**config.mk**
```make
export PLATFORM = sky130hd
export DESIGN_NAME = inst_fetch_flat
export DESIGN_NICKNAME = d
export VERILOG_FILES = /design/src/rtl/inst_fetch_pkg.sv /design/src/rtl/inst_fetch_if.sv /design/src/rtl/inst_fetch_fifo.sv /design/src/rtl/inst_fetch.sv /design/src/flat_wrapper.sv
export SDC_FILE = /design/constraint.sdc
export NUM_CORES = 1
export LEC_CHECK = 0
export CORE_MARGIN = 3
export CORE_UTILIZATION = 47
export CTS_BUF_LIST = sky130_fd_sc_hd__clkbuf_4 sky130_fd_sc_hd__clkbuf_8
export CTS_CLUSTER_DIAMETER = 200
export CTS_CLUSTER_SIZE = 16
export DETAILED_ROUTE_END_ITERATION = 8
export PLACE_DENSITY = 0.9
export SLEW_MARGIN = 10
export SYNTH_ARGS = -nofsm -noshare
export SYNTH_HDL_FRONTEND = slang
export SYNTH_HIERARCHICAL = 1
export SYNTH_SLANG_ARGS = --single-unit
```
**constraint.sdc**
```tcl
create_clock -name clk -period 13.3 [get_ports clk]
set_input_delay 2.66 -clock clk [delete_from_list [all_inputs] [get_ports clk]]
set_output_delay 2.66 -clock clk [all_outputs]
set_load 0.02 [all_outputs]
```
**src/rtl/inst_fetch_pkg.sv**
```systemverilog
// Shared widths, PC step, FSM encoding and FIFO entry type for the fetch unit.
// Defining FETCH_PREFETCH_EN deepens the fetch FIFO from 1 to 4 entries (prefetch through stalls).
package inst_fetch_pkg;

  localparam int INST_ADDR_WIDTH = 32;
  localparam int INST_WIDTH      = 32;

  localparam logic [INST_ADDR_WIDTH-1:0] PC_INC = INST_ADDR_WIDTH'(4);

`ifdef FETCH_PREFETCH_EN
  localparam int FETCH_DEPTH = 4;
`else
  localparam int FETCH_DEPTH = 1;
`endif

  typedef enum logic [1:0] {
    ST_IDLE  = 2'd0,
    ST_REQ   = 2'd1,
    ST_DRAIN = 2'd2
  } fetch_state_e;

  typedef struct packed {
    logic [INST_ADDR_WIDTH-1:0] addr;
    logic [INST_WIDTH-1:0]      inst;
  } fetch_entry_t;

  // Fetch addresses are word aligned; the low two bits of a target are dropped.
  function automatic logic [INST_ADDR_WIDTH-1:0] align_pc(input logic [INST_ADDR_WIDTH-1:0] a);
    return a & ~INST_ADDR_WIDTH'(3);
  endfunction

endpackage

```
**src/rtl/inst_fetch_if.sv**
```systemverilog
// Instruction-memory request/acknowledge bus between the fetch unit and memory.
interface inst_fetch_if;
  import inst_fetch_pkg::*;

  logic                       imem_req;
  logic [INST_ADDR_WIDTH-1:0] imem_addr;
  logic                       imem_ack;
  logic [INST_WIDTH-1:0]      imem_rdata;

  modport master (output imem_req, imem_addr, input imem_ack, imem_rdata);
  modport slave  (input imem_req, imem_addr, output imem_ack, imem_rdata);

endinterface

```
**src/rtl/inst_fetch_fifo.sv**
```systemverilog
// Circular FIFO of {addr, inst} entries between memory and decode.
// The head is read straight out of the storage registers; flush empties it in one cycle.
module fetch_fifo
  import inst_fetch_pkg::*;
#(
  parameter int DEPTH = FETCH_DEPTH,
  localparam int CNT_W = $clog2(DEPTH + 1)
) (
  input  logic         clk,
  input  logic         rst,
  input  logic         flush,
  input  logic         push,
  input  fetch_entry_t push_data,
  input  logic         pop,
  output logic [CNT_W-1:0] count,
  output logic         head_valid,
  output fetch_entry_t head
);

  localparam int PTR_W = (DEPTH > 1) ? $clog2(DEPTH) : 1;

  fetch_entry_t     mem_q [DEPTH];
  logic [PTR_W-1:0] rd_ptr_q, rd_ptr_d, wr_ptr_q, wr_ptr_d;
  logic [CNT_W-1:0] count_q, count_d;
  logic             do_push, do_pop;

  function automatic logic [PTR_W-1:0] ptr_inc(input logic [PTR_W-1:0] p);
    return (p == PTR_W'(DEPTH - 1)) ? '0 : p + PTR_W'(1);
  endfunction

  // NOTE: defaults first so every path assigns every signal and no latch is inferred.
  always_comb begin
    rd_ptr_d = rd_ptr_q;
    wr_ptr_d = wr_ptr_q;
    count_d  = count_q;
    do_pop   = pop && (count_q != '0) && !flush;
    do_push  = push && ((count_q != CNT_W'(DEPTH)) || do_pop) && !flush;

    if (flush) begin
      rd_ptr_d = '0;
      wr_ptr_d = '0;
      count_d  = '0;
    end else begin
      if (do_push) wr_ptr_d = ptr_inc(wr_ptr_q);
      if (do_pop)  rd_ptr_d = ptr_inc(rd_ptr_q);
      case ({do_push, do_pop})
        2'b10:   count_d = count_q + CNT_W'(1);
        2'b01:   count_d = count_q - CNT_W'(1);
        default: count_d = count_q;
      endcase
    end
  end

  // NOTE: storage has no reset; head_valid masks stale contents, so only pointers and count need one.
  always_ff @(posedge clk) begin
    if (do_push) mem_q[wr_ptr_q] <= push_data;
  end

  // NOTE: non-blocking assignments so every flop samples the pre-edge values.
  always_ff @(posedge clk or posedge rst) begin
    if (rst) begin
      rd_ptr_q <= '0;
      wr_ptr_q <= '0;
      count_q  <= '0;
    end else begin
      rd_ptr_q <= rd_ptr_d;
      wr_ptr_q <= wr_ptr_d;
      count_q  <= count_d;
    end
  end

  always_comb begin
    count      = count_q;
    head_valid = (count_q != '0);
    head       = head_valid ? mem_q[rd_ptr_q] : '0;
  end

endmodule

```
**src/rtl/inst_fetch.sv**
```systemverilog
// Instruction fetch: PC, one-outstanding-request memory FSM (IDLE/REQ/DRAIN) and fetch FIFO.
// A redirect with an un-acked request parks in DRAIN until the stale data has been consumed.
module inst_fetch
  import inst_fetch_pkg::*;
#(
  parameter logic [INST_ADDR_WIDTH-1:0] RESET_PC = 32'h0000_0000
) (
  input  logic                       clk,
  input  logic                       rst,
  input  logic                       stall,
  input  logic                       redirect,
  input  logic [INST_ADDR_WIDTH-1:0] redirect_addr,
  inst_fetch_if.master               imem,
  output logic                       inst_valid,
  output logic [INST_WIDTH-1:0]      inst_out,
  output logic [INST_ADDR_WIDTH-1:0] inst_addr_out
);

  localparam int CNT_W = $clog2(FETCH_DEPTH + 1);

  fetch_state_e               state_q, state_d;
  logic [INST_ADDR_WIDTH-1:0] pc_q, pc_d;
  logic [INST_ADDR_WIDTH-1:0] drain_addr_q, drain_addr_d;

  logic                       req;
  logic [INST_ADDR_WIDTH-1:0] req_addr;
  logic                       fifo_push, fifo_pop;
  logic [CNT_W-1:0]           fifo_count;
  logic                       fifo_valid;
  fetch_entry_t               fifo_head;

  always_comb begin
    state_d      = state_q;
    pc_d         = pc_q;
    drain_addr_d = drain_addr_q;
    req          = 1'b0;
    req_addr     = pc_q;
    fifo_push    = 1'b0;

    case (state_q)
      ST_IDLE: state_d = ST_REQ;

      ST_REQ: begin
        // The count cannot grow while a request waits, so req stays high until ack.
        req = (fifo_count < CNT_W'(FETCH_DEPTH));
        if (redirect) begin
          pc_d = align_pc(redirect_addr);
          if (req && !imem.imem_ack) begin
            state_d      = ST_DRAIN;
            drain_addr_d = pc_q;
          end
        end else if (req && imem.imem_ack) begin
          fifo_push = 1'b1;
          pc_d      = pc_q + PC_INC;
        end
      end

      ST_DRAIN: begin
        req      = 1'b1;
        req_addr = drain_addr_q;
        if (redirect)      pc_d    = align_pc(redirect_addr);
        if (imem.imem_ack) state_d = ST_REQ;
      end

      default: state_d = ST_IDLE;
    endcase

    imem.imem_req  = req;
    imem.imem_addr = req ? req_addr : '0;
    fifo_pop       = fifo_valid && !stall && !redirect;
  end

  always_ff @(posedge clk or posedge rst) begin
    if (rst) begin
      state_q      <= ST_IDLE;
      pc_q         <= RESET_PC;
      drain_addr_q <= '0;
    end else begin
      state_q      <= state_d;
      pc_q         <= pc_d;
      drain_addr_q <= drain_addr_d;
    end
  end

  fetch_fifo #(.DEPTH(FETCH_DEPTH)) u_fifo (
    .clk        (clk),
    .rst        (rst),
    .flush      (redirect),
    .push       (fifo_push),
    .push_data  ('{addr: pc_q, inst: imem.imem_rdata}),
    .pop        (fifo_pop),
    .count      (fifo_count),
    .head_valid (fifo_valid),
    .head       (fifo_head)
  );

  assign inst_valid    = fifo_valid;
  assign inst_out      = fifo_head.inst;
  assign inst_addr_out = fifo_head.addr;

endmodule

```
**src/flat_wrapper.sv**
```systemverilog
// flat-port wrapper written by rule: the top's interface ports become plain ports
module inst_fetch_flat import inst_fetch_pkg::*;
#(
  parameter logic [INST_ADDR_WIDTH-1:0] RESET_PC = 32'h0000_0000
)
  (clk, rst, stall, redirect, redirect_addr, inst_valid, inst_out, inst_addr_out, imem_imem_req, imem_imem_addr, imem_imem_ack, imem_imem_rdata);
  inst_fetch_if imem_i ();
  input  logic clk;
  input  logic rst;
  input  logic stall;
  input  logic redirect;
  input  logic [INST_ADDR_WIDTH-1:0] redirect_addr;
  output logic inst_valid;
  output logic [INST_WIDTH-1:0] inst_out;
  output logic [INST_ADDR_WIDTH-1:0] inst_addr_out;
  output wire logic [$bits(imem_i.imem_req)-1:0] imem_imem_req;
  output wire logic [$bits(imem_i.imem_addr)-1:0] imem_imem_addr;
  input wire logic [$bits(imem_i.imem_ack)-1:0] imem_imem_ack;
  input wire logic [$bits(imem_i.imem_rdata)-1:0] imem_imem_rdata;
  assign imem_imem_req = imem_i.imem_req;
  assign imem_imem_addr = imem_i.imem_addr;
  assign imem_i.imem_ack = imem_imem_ack;
  assign imem_i.imem_rdata = imem_imem_rdata;
  inst_fetch #(.RESET_PC(RESET_PC)) u_core (.clk(clk), .rst(rst), .stall(stall), .redirect(redirect), .redirect_addr(redirect_addr), .imem(imem_i), .inst_valid(inst_valid), .inst_out(inst_out), .inst_addr_out(inst_addr_out));
endmodule
```
* Word level (Yosys, flattened, before mapping) *
Memories as Yosys holds them, arrays and structs flattened.
Cells that the tools add are included.

cells by class
  $add $sub $neg = 3
  multipliers = 0
  div/mod/pow operators = 0
  $lt $le $gt $ge = 1
  equality and inequality tests = 9
  shifts and indexed selects = 0
  muxes and demuxes = 19
  bitwise gates (word level) = 1
  reductions and logical operators = 18

operator list
  cell                                                 count
  2-to-1 mux 32 bit                                    5
  2-to-1 mux 64 bit                                    1
  case mux 32 bit (2 select lines)                     1
  adder 32 x 3 -> 32 bit, second input constant        1
  AND reduction 3 bit                                  3
  logical AND 1 bit                                    8
  2-to-1 mux 1 bit                                     6
  2-to-1 mux 2 bit                                     3
  != test 2 bit, second input constant                 3
  case mux 2 bit (3 select lines)                      1
  equality test 2 x 1 -> 1 bit, second input constant  2
  equality test 2 bit, second input constant           2
  case mux 1 bit (2 select lines)                      2
  logical NOT 1 bit                                    3
  != test 3 x 2 -> 1 bit, second input constant        1
  nonzero test 3 bit                                   1
  logical NOT 2 bit                                    1
  != test 2 x 1 -> 1 bit, second input constant        1
  nonzero test 2 bit                                   1
  adder 1 bit, second input constant                   1
  logical OR 1 bit                                     1
  less-than comparator 1 bit, second input constant    1
  inverter 1 bit                                       1
  subtractor 1 bit, second input constant              1

word-level totals
  register bits = 67
  latch bits = 0
  RAM bits = 64
  memory bits (read-only) = 0
  bits of input ports = 69
  memories = 1

memory list
  memory               words  width  read ports  clocked after memory_dff  wr ports  line                   text
  u_core.u_fifo.mem_q  1      64     1           0                         1         inst_fetch_fifo.sv:22  fetch_entry_t mem_q [DEPTH];

* Logic depth before layout (Yosys ltp) *
  depth in word-level cells = 11
  depth in mapped cells = 9
  mapped depth without buffers = 6

* Modules after synthesis *
Netlist, hierarchy kept.

modules (own cells, without submodules)
  module      instances  cells each  area each (µm²)  sequential area each (µm²)
  inst_fetch  1          415         3870.0           1551.5
  fetch_fifo  1          142         2459.9           1946.9

* Worst setup path before layout *
No wires, ideal clock.

  path kind = input -> register
  from = input port redirect
  to = memory u_core/u_fifo/mem_q[0][0] (netlist bit) (enable)
  library setup time = 0.579 ns
  data arrival time = 7.958 ns
  data required time = 12.721 ns
  path slack = 4.763 ns
  cell stages on the path = 5
  buffers on the path = 2
  cell sequence = clkbuf_1 clkbuf_1 nor3b_1 nand2b_1 nor3b_1

on the way
  word-level cells in the longest chain between the ends = 9
  elaborated cells between the ends (all ways) = 11
  those cells by class = 4 x mux; 7 x reduce/logical

RTL lines
  what                                    line                   text
  start: declaration                      flat_wrapper.sv:11     input logic redirect;
  logical NOT 1 bit                       inst_fetch.sv:70       fifo_pop = fifo_valid && !stall && !redirect;
  logical AND 1 bit                       inst_fetch.sv:70
  via u_core.fifo_pop                     inst_fetch.sv:27       logic fifo_push, fifo_pop;
  logical AND 1 bit (2 in series)         inst_fetch_fifo.sv:36  do_pop = pop && (count_q != '0) && !flush;
  logical OR 1 bit                        inst_fetch_fifo.sv:37  do_push = push && ((count_q != CNT_W'(DEPTH)) || do_pop) && !flush;
  logical AND 1 bit (2 in series)         inst_fetch_fifo.sv:37
  via u_core.u_fifo.do_push               inst_fetch_fifo.sv:25  logic do_push, do_pop;
  2-to-1 mux 1 bit                        inst_fetch_fifo.sv:56  if (do_push) mem_q[wr_ptr_q] <= push_data;
  2-to-1 mux 1 bit (implied by the code)  inst_fetch_fifo.sv:56
  end: declaration                        inst_fetch_fifo.sv:22

The timed path passes the listed nets, and every way through them passes these cells.

* Final worst setup path *
  from = register u_core.u_fifo.count_q, in the netlist u_core/u_fifo/count
  to = output port imem_imem_addr[15]

on the way
  word-level cells in the longest chain between the ends = 3

RTL lines
  what                             line                   text
  start: declaration               inst_fetch_fifo.sv:24  logic [CNT_W-1:0] count_q, count_d;
  start signal: assignment         inst_fetch_fifo.sv:68  count_q <= count_d;
  less-than comparator 1 bit       inst_fetch.sv:45       req = (fifo_count < CNT_W'(FETCH_DEPTH));
  case mux 1 bit (2 select lines)  inst_fetch.sv:40       case (state_q)
  2-to-1 mux 32 bit                inst_fetch.sv:69       imem.imem_addr = req ? req_addr : '0;
  end: declaration                 flat_wrapper.sv:17     output wire logic [$bits(imem_i.imem_addr)-1:0] imem_imem_addr;

No other way between the ends.

==> results.cfg <==
[status]
status = complete, no violations

[final_layout]
n_fill_cell = 984
multi_input_area_sq_um = 2570
final_cells = 885
drive_above_1_share = 0.105
regArea_sq_um = 3500
utilization = 0.646
syn2layout_area_growth_pct = 31.5
diodes = 0
fin_nets = 777

[synth]
yosys.area_share.simple = 0.189
synth.distinct_cells = 55
ys_async_sr_fraction = 0.496
netlist_instances = 557
ys.flop_type = edfxtp_1
synth_compound_area_frac = 0.0955
ys_warn_count = 6
synthXorXnorAreaFrac = 0
synth_fa_ha_area_frac = 0.0119
yosysSeqAreaShare = 0.553
synth_mux_area_frac = 0.106
synth-edff-count = 64
syn_area_sq_um = 6330
ys_seq_elements = 127
syn_area_per_cell_sq_um = 11.4
synth_top_family_by_area = simple AND/OR/NAND/NOR gates

[sta]
max_slew_margin = 0.242
finalHoldViolCount = 0
min_period_over_period = 0.411
worst_slew_pin_slew_ns = 1.13
min_period_ns = 5.46
setup_tns_ns = 0
drv_slew = 0
holdWs_ns = 0.507
setup_viol = 0
grt_setup_unrepaired = false
fmax_ghz = 0.183
clock_skew_ns = 0.00947

[drt]
wire_per_inst_um = 19.1
via_count = 5145
ant_nets = 0
first_iter_violations = 610
drc_errors = 0
via_per_inst = 5.81
dr.pass1.iters = 6
finalWirelength_mm = 16.9

[worst_setup_path]
cp.arrival_ns = 2.80
start_kind = flop
crit_fanout = 71
crit_type = reg -> out
end_kind = output pin
cp.required_ns = 10.64

[clock_network]
path_clk_slew_ns = 0.07
cts_root_buffer = clkbuf_8
cts_hold_buf = 0
post-cts-setup-buffers = 0
tritoncts = built
cts_resized = 0
clk_latency_ns = 0.43
clockBufferDepth = 2
cts_inserted_buffers = 17
clock-sinks = 127
htree_levels = 4

[global_routing]
grt_max_degree = 72
grt_first_pass_wirelength_mm = 26.3
grt_pass1_vias = 5131
antenna_found_initial = 0
grt_overflow = 0
grt_usage = 0.230

[placement]
dp.cells = 855
place.gp.congestion = 0.863
portBuffers = 162
hpwl_mm = 11.5

[floorplanning]
num_rows = 41
fp.dieW_um = 122
die_area_sq_um = 14900
coreArea_sq_um = 12900
start_util = 0.492
io_pins = 167
die_h_um = 122

[worst_hold_path]
hold_path.class = reg -> reg

[power_and_ir_drop]
power_density_nw_per_um2 = 199
leakage_uw = 0.00301
max-vdd-ir-drop_uv = 103

[run]
drv_cap = 0
-- per-layer routing --
| metal | global-route usage | up-vias | routed length (um) |
|---|---|---|---|
| met2 | 0.364 | 311 | 7950 |
| li1 | - | 2332 | - |
| met4 | 0.0805 | 0 | 404 |
| met3 | 0.0882 | 42 | 1850 |
| met1 | 0.290 | 2460 | 6660 |
| met5 | 0 | - | 0 |
-- cells by family (layout without fill, tap and decap cells) --
| group | Yosys count | in the layout |
|---|---|---|
| compound gates | 87 | 87 |
| fa+ha+maj | 6 | 6 |
| buf+inv | 56 | 209 |
| flops | 127 | 127 |
| mux | 63 | 63 |
| other cells | 1 | 4 |
| simple gates | 217 | 217 |
-- area by class of cell --
class,instances,share of cell area
flip-flops and latches,127,0.420
well taps,172,0.0259
multi-input cells,377,0.309
clock buffers,18,0.0290
clock inverters,12,0.00947
repair buffers,170,0.202
inverters,9,0.00406
-- power breakdown --
group	switching [uW]	internal, uW
logic	388	319
clock network	137	141
registers	139	533
-- path summary, 6_finish.rpt --
kind / cells past startpoint / startpoint / slack, ns / endpoint
min reg2reg: 1 / u_core/drain_addr_q[8]$_DFFE_PP0P_ / 0.51 / u_core/drain_addr_q[8]$_DFFE_PP0P_
min: 1 / u_core/drain_addr_q[8]$_DFFE_PP0P_ / 0.51 / u_core/drain_addr_q[8]$_DFFE_PP0P_
max in group asynchronous: 3 / rst / 9.93 / u_core/pc_q[12]$_DFFE_PP0P_
max reg2reg: 7 / u_core/state_q[0]$_DFFE_PP0P_ / 10.12 / u_core/pc_q[24]$_DFFE_PP0P_
max: 6 / u_core/u_fifo/count$_DFFE_PP0P_ / 7.84 / imem_imem_addr[15]
min in group asynchronous: 2 / rst / 2.43 / u_core/u_fifo/count$_DFFE_PP0P_
-- worst max-delay path, stage by stage (launching register included) --
cell,delay [ns]
dfrtp_1,0.32
buf_4,0.43
nor2b_1,0.17
o21ai_2,0.43
buf_4,0.37
nor2_1,0.08
clkdlybuf4s50_1,0.57
-- synth_stat cells (6+ instances only) --
cell type / count / area share
nor3_1: 9 / 0.0071
nand3_1: 16 / 0.013
dfrtp_1: 63 / 0.25
edfxtp_1: 64 / 0.30
a32oi_1: 7 / 0.0097
nand4_1: 12 / 0.012
o32ai_1: 6 / 0.0083
and2_1: 66 / 0.065
buf_6: 7 / 0.012
a311oi_1: 8 / 0.011
buf_1: 6 / 0.0036
clkbuf_1: 25 / 0.015
nor2_1: 51 / 0.030
a21oi_1: 20 / 0.016
and3_1: 7 / 0.0069
nand2_1: 21 / 0.012
ha_1: 6 / 0.012
o21ai_0: 13 / 0.010
mux2i_1: 32 / 0.051
mux2_2: 31 / 0.055
nor4_1: 9 / 0.0089
inv_1: 9 / 0.0053
-- through the flow --
| stage | power, uW | worst slack, ns | cell area (sq um) |
|---|---|---|---|
| CTS | 1660 | 7.74 | 8320 |
| detailed placement | 1380 | 8.04 | 8000 |
| finish | 1660 | 7.84 | 8320 |
| floorplan | 1110 | 4.76 | 6340 |
| global route | 1760 | 7.53 | 8320 |
| global placement | 1340 | 8.05 | 8000 |
-- state kept, by name, indices dropped and copies added (netlist names) --
register             flops
u_core/u_fifo/count      1
u_core/u_fifo/mem_q     64
u_core/state_q           2
u_core/drain_addr_q     30
u_core/pc_q             30
-- cells in the final DEF, fill, tap and decap left out, drive strengths merged, types with 7 or more instances in the layout --
cell and n:
nor2 51, and3 7, edfxtp 64, nor3 9, mux2i 32, clkinv 10, a311oi 8, nor4 10
buf 8, clkbuf 18, nand4 13, a32oi 7, inv 9, mux2 31, clkdlybuf4s50 162, nand2 21
o21ai 14, and2 66, nand3 16, a21oi 20, dfrtp 63
Power figures use the tool's default switching activity.
